## src/rtl/in_port_pkg.sv

```systemverilog
// Shared constants and helpers for the buffered input-port bank.
// Optional feature macro: IN_PORT_IRQ_EN (adds the irq output).
package in_port_pkg;

  localparam int unsigned IN_PORT_WIDTH    = 32;
  localparam int unsigned IN_PORT_CHANNELS = 4;
  localparam int unsigned IN_PORT_DEPTH    = 4;

  // Bus-mux select code that control drives to put InPort on the bus.
  localparam logic [4:0] BUS_SEL_IN_PORT = 5'b10110;

  // Number of bits needed to index 'value' distinct entries.
  function automatic int unsigned clog2(input int unsigned value);
    int unsigned result;
    result = 0;
    for (int unsigned i = 0; i < 32; i++) begin
      if ((64'd1 << i) < 64'(value)) begin
        result = i + 1;
      end
    end
    return result;
  endfunction

endpackage

```

## src/rtl/in_port_fifo.sv

```systemverilog
// Single-channel FIFO with occupancy count, used once per device channel.
// Optional feature macro: IN_PORT_IRQ_EN (adds the o_nonempty_next output).
module in_port_fifo
  import in_port_pkg::*;
#(
  parameter int unsigned WIDTH = IN_PORT_WIDTH,
  parameter int unsigned DEPTH = IN_PORT_DEPTH
) (
  input  logic             clock,
  input  logic             clear,
  input  logic [WIDTH-1:0] i_push_data,
  input  logic             i_push_valid,
  output logic             o_push_ready,
  input  logic             i_pop,
  output logic [WIDTH-1:0] o_head,
  output logic             o_nonempty
`ifdef IN_PORT_IRQ_EN
  ,
  output logic             o_nonempty_next
`endif
);

  localparam int unsigned PW = clog2(DEPTH);
  localparam int unsigned CW = PW + 1;

  logic [WIDTH-1:0] r_mem [DEPTH];
  logic [PW-1:0]    r_wptr;
  logic [PW-1:0]    r_rptr;
  logic [CW-1:0]    r_count;

  logic w_full;
  logic w_empty;
  logic w_push;
  logic w_pop;

  assign w_full  = (r_count == CW'(DEPTH));
  assign w_empty = (r_count == '0);
  // Ready comes from the registered count only, so it never depends on a pop.
  assign w_push  = i_push_valid && !w_full;
  assign w_pop   = i_pop && !w_empty;

  assign o_push_ready = !w_full;
  assign o_nonempty   = !w_empty;
  assign o_head       = r_mem[r_rptr];

`ifdef IN_PORT_IRQ_EN
  // Occupancy after this edge is nonzero if a word lands or one survives the pop.
  assign o_nonempty_next = w_push || (!w_empty && !(w_pop && (r_count == CW'(1))));
`endif

  // Pointer and count bookkeeping; pointers wrap naturally modulo DEPTH.
  always_ff @(posedge clock) begin
    if (clear) begin
      r_wptr  <= '0;
      r_rptr  <= '0;
      r_count <= '0;
    end else begin
      if (w_push) begin
        r_wptr <= r_wptr + PW'(1);
      end
      if (w_pop) begin
        r_rptr <= r_rptr + PW'(1);
      end
      r_count <= r_count + CW'(w_push) - CW'(w_pop);
    end
  end

  // Storage array; the word offered on a clear edge is discarded.
  always_ff @(posedge clock) begin
    if (w_push && !clear) begin
      r_mem[r_wptr] <= i_push_data;
    end
  end

endmodule

```

## src/rtl/in_port_bank.sv

```systemverilog
// Multi-channel buffered input port: per-device FIFOs, registered pop mux
// onto the InPort bus-mux input, sticky underflow flags.
// Optional feature macro: IN_PORT_IRQ_EN (registered irq = any channel non-empty).
module in_port_bank
  import in_port_pkg::*;
#(
  parameter  int unsigned WIDTH    = IN_PORT_WIDTH,
  parameter  int unsigned CHANNELS = IN_PORT_CHANNELS,
  parameter  int unsigned DEPTH    = IN_PORT_DEPTH,
  localparam int unsigned SEL_W    = (CHANNELS > 1) ? clog2(CHANNELS) : 1
) (
  input  logic                      clock,
  input  logic                      clear,
  input  logic [CHANNELS*WIDTH-1:0] dev_data,
  input  logic [CHANNELS-1:0]       dev_valid,
  output logic [CHANNELS-1:0]       dev_ready,
  input  logic                      rd_en,
  input  logic [SEL_W-1:0]          rd_sel,
  output logic [WIDTH-1:0]          bus_out,
  output logic                      rd_valid,
  output logic [CHANNELS-1:0]       nonempty,
  output logic [CHANNELS-1:0]       underflow
`ifdef IN_PORT_IRQ_EN
  ,
  output logic                      irq
`endif
);

  logic [WIDTH-1:0]    w_heads [CHANNELS];
  logic [CHANNELS-1:0] w_nonempty;
  logic [CHANNELS-1:0] w_pop;
  logic [CHANNELS-1:0] w_uf_set;
  logic [WIDTH-1:0]    w_head;
  logic                w_hit;

  logic [WIDTH-1:0]    r_bus;
  logic                r_valid;
  logic [CHANNELS-1:0] r_uf;

`ifdef IN_PORT_IRQ_EN
  logic [CHANNELS-1:0] w_ne_next;
  logic                r_irq;
`endif

  for (genvar g = 0; g < CHANNELS; g++) begin : g_ch
    in_port_fifo #(
      .WIDTH(WIDTH),
      .DEPTH(DEPTH)
    ) u_fifo (
      .clock          (clock),
      .clear          (clear),
      .i_push_data    (dev_data[g*WIDTH +: WIDTH]),
      .i_push_valid   (dev_valid[g]),
      .o_push_ready   (dev_ready[g]),
      .i_pop          (w_pop[g]),
      .o_head         (w_heads[g]),
      .o_nonempty     (w_nonempty[g])
`ifdef IN_PORT_IRQ_EN
      ,
      .o_nonempty_next(w_ne_next[g])
`endif
    );
  end

  // Pop mux: an out-of-range rd_sel matches no channel, so it pops nothing
  // and flags nothing.
  always_comb begin
    w_pop    = '0;
    w_uf_set = '0;
    w_head   = '0;
    w_hit    = 1'b0;
    for (int unsigned i = 0; i < CHANNELS; i++) begin
      if (rd_sel == SEL_W'(i)) begin
        w_head      = w_heads[i];
        w_hit       = w_nonempty[i];
        w_pop[i]    = rd_en;
        w_uf_set[i] = rd_en && !w_nonempty[i];
      end
    end
  end

  // Registered pop result and sticky underflow flags.
  always_ff @(posedge clock) begin
    if (clear) begin
      r_bus   <= '0;
      r_valid <= 1'b0;
      r_uf    <= '0;
    end else begin
      r_valid <= rd_en && w_hit;
      if (rd_en && w_hit) begin
        r_bus <= w_head;
      end
      r_uf <= r_uf | w_uf_set;
    end
  end

`ifdef IN_PORT_IRQ_EN
  // Interrupt tracks whether any channel will hold data after this edge.
  always_ff @(posedge clock) begin
    if (clear) begin
      r_irq <= 1'b0;
    end else begin
      r_irq <= |w_ne_next;
    end
  end

  assign irq = r_irq;
`endif

  assign bus_out   = r_bus;
  assign rd_valid  = r_valid;
  assign nonempty  = w_nonempty;
  assign underflow = r_uf;

endmodule

```

## config.mk

```make
export PLATFORM = sky130hd
export DESIGN_NAME = in_port_bank
export DESIGN_NICKNAME = d
export VERILOG_FILES = /design/src/rtl/in_port_pkg.sv /design/src/rtl/in_port_fifo.sv /design/src/rtl/in_port_bank.sv
export SDC_FILE = /design/constraint.sdc
export NUM_CORES = 1
export LEC_CHECK = 0
export BUFFER_PORTS_ARGS = -buffer_cell sky130_fd_sc_hd__buf_4
export CORE_MARGIN = 2
export CORE_UTILIZATION = 51
export CTS_CLUSTER_SIZE = 10
export DETAILED_ROUTE_END_ITERATION = 6
export PLACE_DENSITY = 0.73
export RECOVER_POWER = 25
export SYNTH_ARGS = -nofsm -noshare
export SYNTH_HDL_FRONTEND = slang
export SYNTH_HIERARCHICAL = 1
export SYNTH_SLANG_ARGS = --single-unit
```

## constraint.sdc

```tcl
create_clock -name clock -period 10.25 [get_ports clock]
set_input_delay 1.5375 -clock clock [delete_from_list [all_inputs] [get_ports clock]]
set_output_delay 1.5375 -clock clock [all_outputs]
set_load 0.005 [all_outputs]
```

==> metrics.md <==
| Metric | Value |
|---|---|
| Status | `finished, final reports clean` |
| Layout area overhead | `17.25%` |
| Setup violators final | `0` |
| F_max | `0.2891 GHz` |
| WP depth | `11` |
| Routed WL per cell | `25.67 microns` |
| Setup Fix Bufs, Post-CTS | `0` |
| RSZ-0062 raised after global routing | `no` |
| Clock slew at reported path FFs | `50 ps` |
| Final instance area | `0.02630 sq mm` |
| Num CTS Buffers | `68` |
| Post-synthesis register bit count | `585` |
| Non-filler cells, final | `1,906` |
| Min cycle time layout | `3459 ps` |
| Fraction of layout cells with a size suffix above 1 | `0.3047` |
| Worst-margin pin slew | `1206 ps` |
| Setup crit end kind | `flip-flop` |
| Vias | `10,735` |
| Critical Path Max Stage Delay | `600 ps` |
| Post-synth EDFFs | `512` |
| Max-cap violation count | `0` |
| Die Ht | `213.7 microns` |
| Placer Congestion | `0.7287` |
| Initial antenna violation count | `6` |
| Critical setup path kind | `input port to flip-flop` |
| Final net count | `1,427` |
| Hold buffer count at cts | `0` |
| Yosys warning count | `6` |
| Synth async-reset ratio | `0` |
| Critical Path, Cell by Cell | `buf_4 > inv_1 > nor2_1 > o31a_2 > ha_1 > inv_1 > ha_1 > fa_1 > xnor2_1 > xnor2_1 > nor2_1` |
| DRC Markers | `0` |
| WP data arrival | `3870 ps` |
| Distinct cells, synth | `26` |
| # fillers | `3,071` |
| First-pass GRT wire length | `71,010 microns` |
| Cells on worst reg2reg path | `5` |
| Post-Syn Area | `0.02243 sq mm` |
| Initial Utilization | `0.5185` |
| Area after DPL | `0.02458 sq mm` |
| Leakage | `8.546 nW` |
| Tcrit/Tclk final | `0.3375` |
| I/O pins | `182` |
| Clock Skews | `20.04 ps` |
| Critical path fanouts, max | `37` |
| Die Span X | `213.7 microns` |
| Drt first-iter violations | `905` |
| Mapped Cells | `1,031` |
| Dpl cells | `1,777` |
| PortBufs | `181` |
| Hold endpoint | `underflow[1]` |
| Root buffer cell | `clkbuf_16` |
| Grt ovf | `0` |
| Largest net degree at the start of global routing | `79` |
| Setup TNS | `0 ps` |
| Row Count | `76` |
| Slowest-stage cell, CP | `buf_4` |
| Seq/Total Area, Yosys | `0.7505` |
| R2r startpoint | `g_ch[2].u_fifo/r_count[1]` |
| # clock sinks | `585` |
| Final WL | `48,920 microns` |
| Htree depth | `3` |
| Slew Limit Fails | `0` |
| Hold/Removal Path Class | `flip-flop to flip-flop` |
| Crit path max-delay family | `buffers and inverters` |
| Post-cts resize count | `0` |
| Worst-skew pair later-pin latency | `580 ps` |
| Vias in the first global route | `11,180` |
| Mapped Avg Cell Area | `21.76 sq um` |
| Total global-route track usage | `0.2201` |
| CTS tree | `built` |
| Worst path buffer plus inverter count | `3` |
| Power per Cell Area | `220.6 mW/mm^2` |
| R2r setup slk | `7460 ps` |
| Die area | `0.04568 sq mm` |
| Final Hold Viols | `0` |
| Synth Net Count | `1,196` |
| Hold depth | `2` |
| CP required | `10,660 ps` |
| Max IR drop VDD | `190.3 uV` |
| Startpoint types | `input port` |
| First-pass detailed-route iteration total | `5` |
| Mean number of vias per cell | `5.632` |
| Synth Flop Type | `edfxtp_1` |
| DP HPWL | `30,500 microns` |
| RR Endpoint | `g_ch[2].u_fifo/r_mem[0][29]` |
| Core area | `0.04327 sq mm` |
| Remaining antenna violation count | `0` |
| Beginning of the worst hold path | `underflow[1]` |
| Deepest clock path buffer count | `3` |
| Core Util, Final | `0.6079` |
| Worst rel slew slack | `0.1922` |
[worst max-delay path by stage]
| stage | startpoint | endpoint | slack, ps |
|---|---|---|---|
| floorplan | dev_valid[2] | g_ch[2].u_fifo/r_mem[0][0] | 5620 |
| global placement | rd_sel[0] | g_ch[1].u_fifo/r_count[2] | 6260 |
| detailed placement | rd_sel[0] | g_ch[1].u_fifo/r_count[2] | 6200 |
| CTS | rd_sel[0] | g_ch[1].u_fifo/r_count[2] | 6800 |
| global route | rd_sel[0] | g_ch[3].u_fifo/r_count[2] | 6570 |
| finish | rd_sel[0] | g_ch[1].u_fifo/r_count[2] | 6790 |
[per-stage QoR]
| step | setup slack [ps] | power, mW | hold slack, ps |
|---|---|---|---|
| 3_5_place_dp | 6204 | 3.687 | 503.0 |
| 4_1_cts | 6796 | 5.872 | 517.6 |
| 6_report | 6791 | 5.803 | 502.5 |
| 2_1_floorplan | 5618 | 3.376 | 460.4 |
| 5_1_grt | 6573 | 6.019 | 542.5 |
| 3_3_place_gp | 6258 | 3.660 | 487.9 |
[flip-flops by register name, summed over array words and instances (netlist names), named ones only]
register	cells
g_ch.u_fifo/r_mem	512
bus_out	32
g_ch.u_fifo/r_count	12
g_ch.u_fifo/r_rptr	8
g_ch.u_fifo/r_wptr	8
underflow	4
rd_valid	1
[worst min-delay path, cell delays in order (launching register included)]
cell	delay (ps)
dfxtp_1	350
a21oi_1	50
nor2_1	70
[area by class of cell]
| class | count | area [sq um] | share of cell area |
|---|---|---|---|
| clock buffers | 120 | 1971 | 0.07492 |
| well taps | 585 | 732.0 | 0.02783 |
| flip-flops and latches | 585 | 16850 | 0.6405 |
| inverters | 29 | 108.9 | 0.004139 |
| diodes | 5 | 12.51 | 0.0004757 |
| multi-input cells | 370 | 5336 | 0.2029 |
| repair buffers | 208 | 1246 | 0.04738 |
| clock inverters | 4 | 50.05 | 0.001903 |
[Yosys cell counts, drive strengths merged (4+ instances only)]
cell | n | share of area
edfxtp | 512 | 0.69
mux4 | 160 | 0.16
dfxtp | 73 | 0.065
nor2 | 64 | 0.011
mux2i | 38 | 0.017
buf | 37 | 0.0086
inv | 29 | 0.0049
ha | 24 | 0.013
nor3b | 16 | 0.0054
xnor2 | 12 | 0.0047
clkbuf | 10 | 0.0017
nand2b | 9 | 0.0025
nor2b | 9 | 0.0025
a21oi | 4 | 0.00089
and2 | 4 | 0.0016
fa | 4 | 0.0036
mux2 | 4 | 0.0027
o311ai | 4 | 0.0016
o31a | 4 | 0.0018
or3 | 4 | 0.0013
or3b | 4 | 0.0016
xor2 | 4 | 0.0016
[placed cells by master (no fill, tap or decap)]
master,instances
clkinv_8,2
or3b_1,4
diode_2,5
a21oi_1,4
mux4_2,160
dfxtp_2,8
edfxtp_1,512
clkbuf_16,71
o311ai_0,4
buf_4,124
dfxtp_1,65
mux2_4,4
o22ai_4,1
inv_1,29
nor3b_2,16
mux2i_1,38
nor2_1,64
nand2b_1,9
and2_4,4
xor2_1,4
nor2b_1,9
nand2_1,1
o31a_2,4
fa_1,4
ha_1,24
clkbuf_8,1
or3_2,4
clkbuf_1,132
inv_6,2
xnor2_1,12
[power breakdown]
group / leakage [nW] / switching, mW / internal, mW
logic: 2.34 / 0.361 / 0.374
registers: 5.25 / 0.101 / 2.78
clock network: 0.962 / 0.884 / 1.30
total: 8.55 / 1.35 / 4.46
[logic make-up after synthesis]
kind of cell / after synthesis / share of synthesized area
adders and majority gates: 28 / 0.01696
xor gates and xnor gates: 16 / 0.006247
and+or+nand+nor: 111 / 0.02571
muxes: 202 / 0.1803
buffers and inverters: 76 / 0.01517
DFF: 585 / 0.7505
AOI/OAI and AO/OA: 13 / 0.005131
[layer usage]
layer,wire (microns),share of wire,track usage
met4,679,0.014,0.05699
met5,23,0.00047,0
met3,3441,0.070,0.04862
met2,24900,0.51,0.3698
met1,19880,0.41,0.2952
No activity file was read; power rests on OpenSTA's default activity.
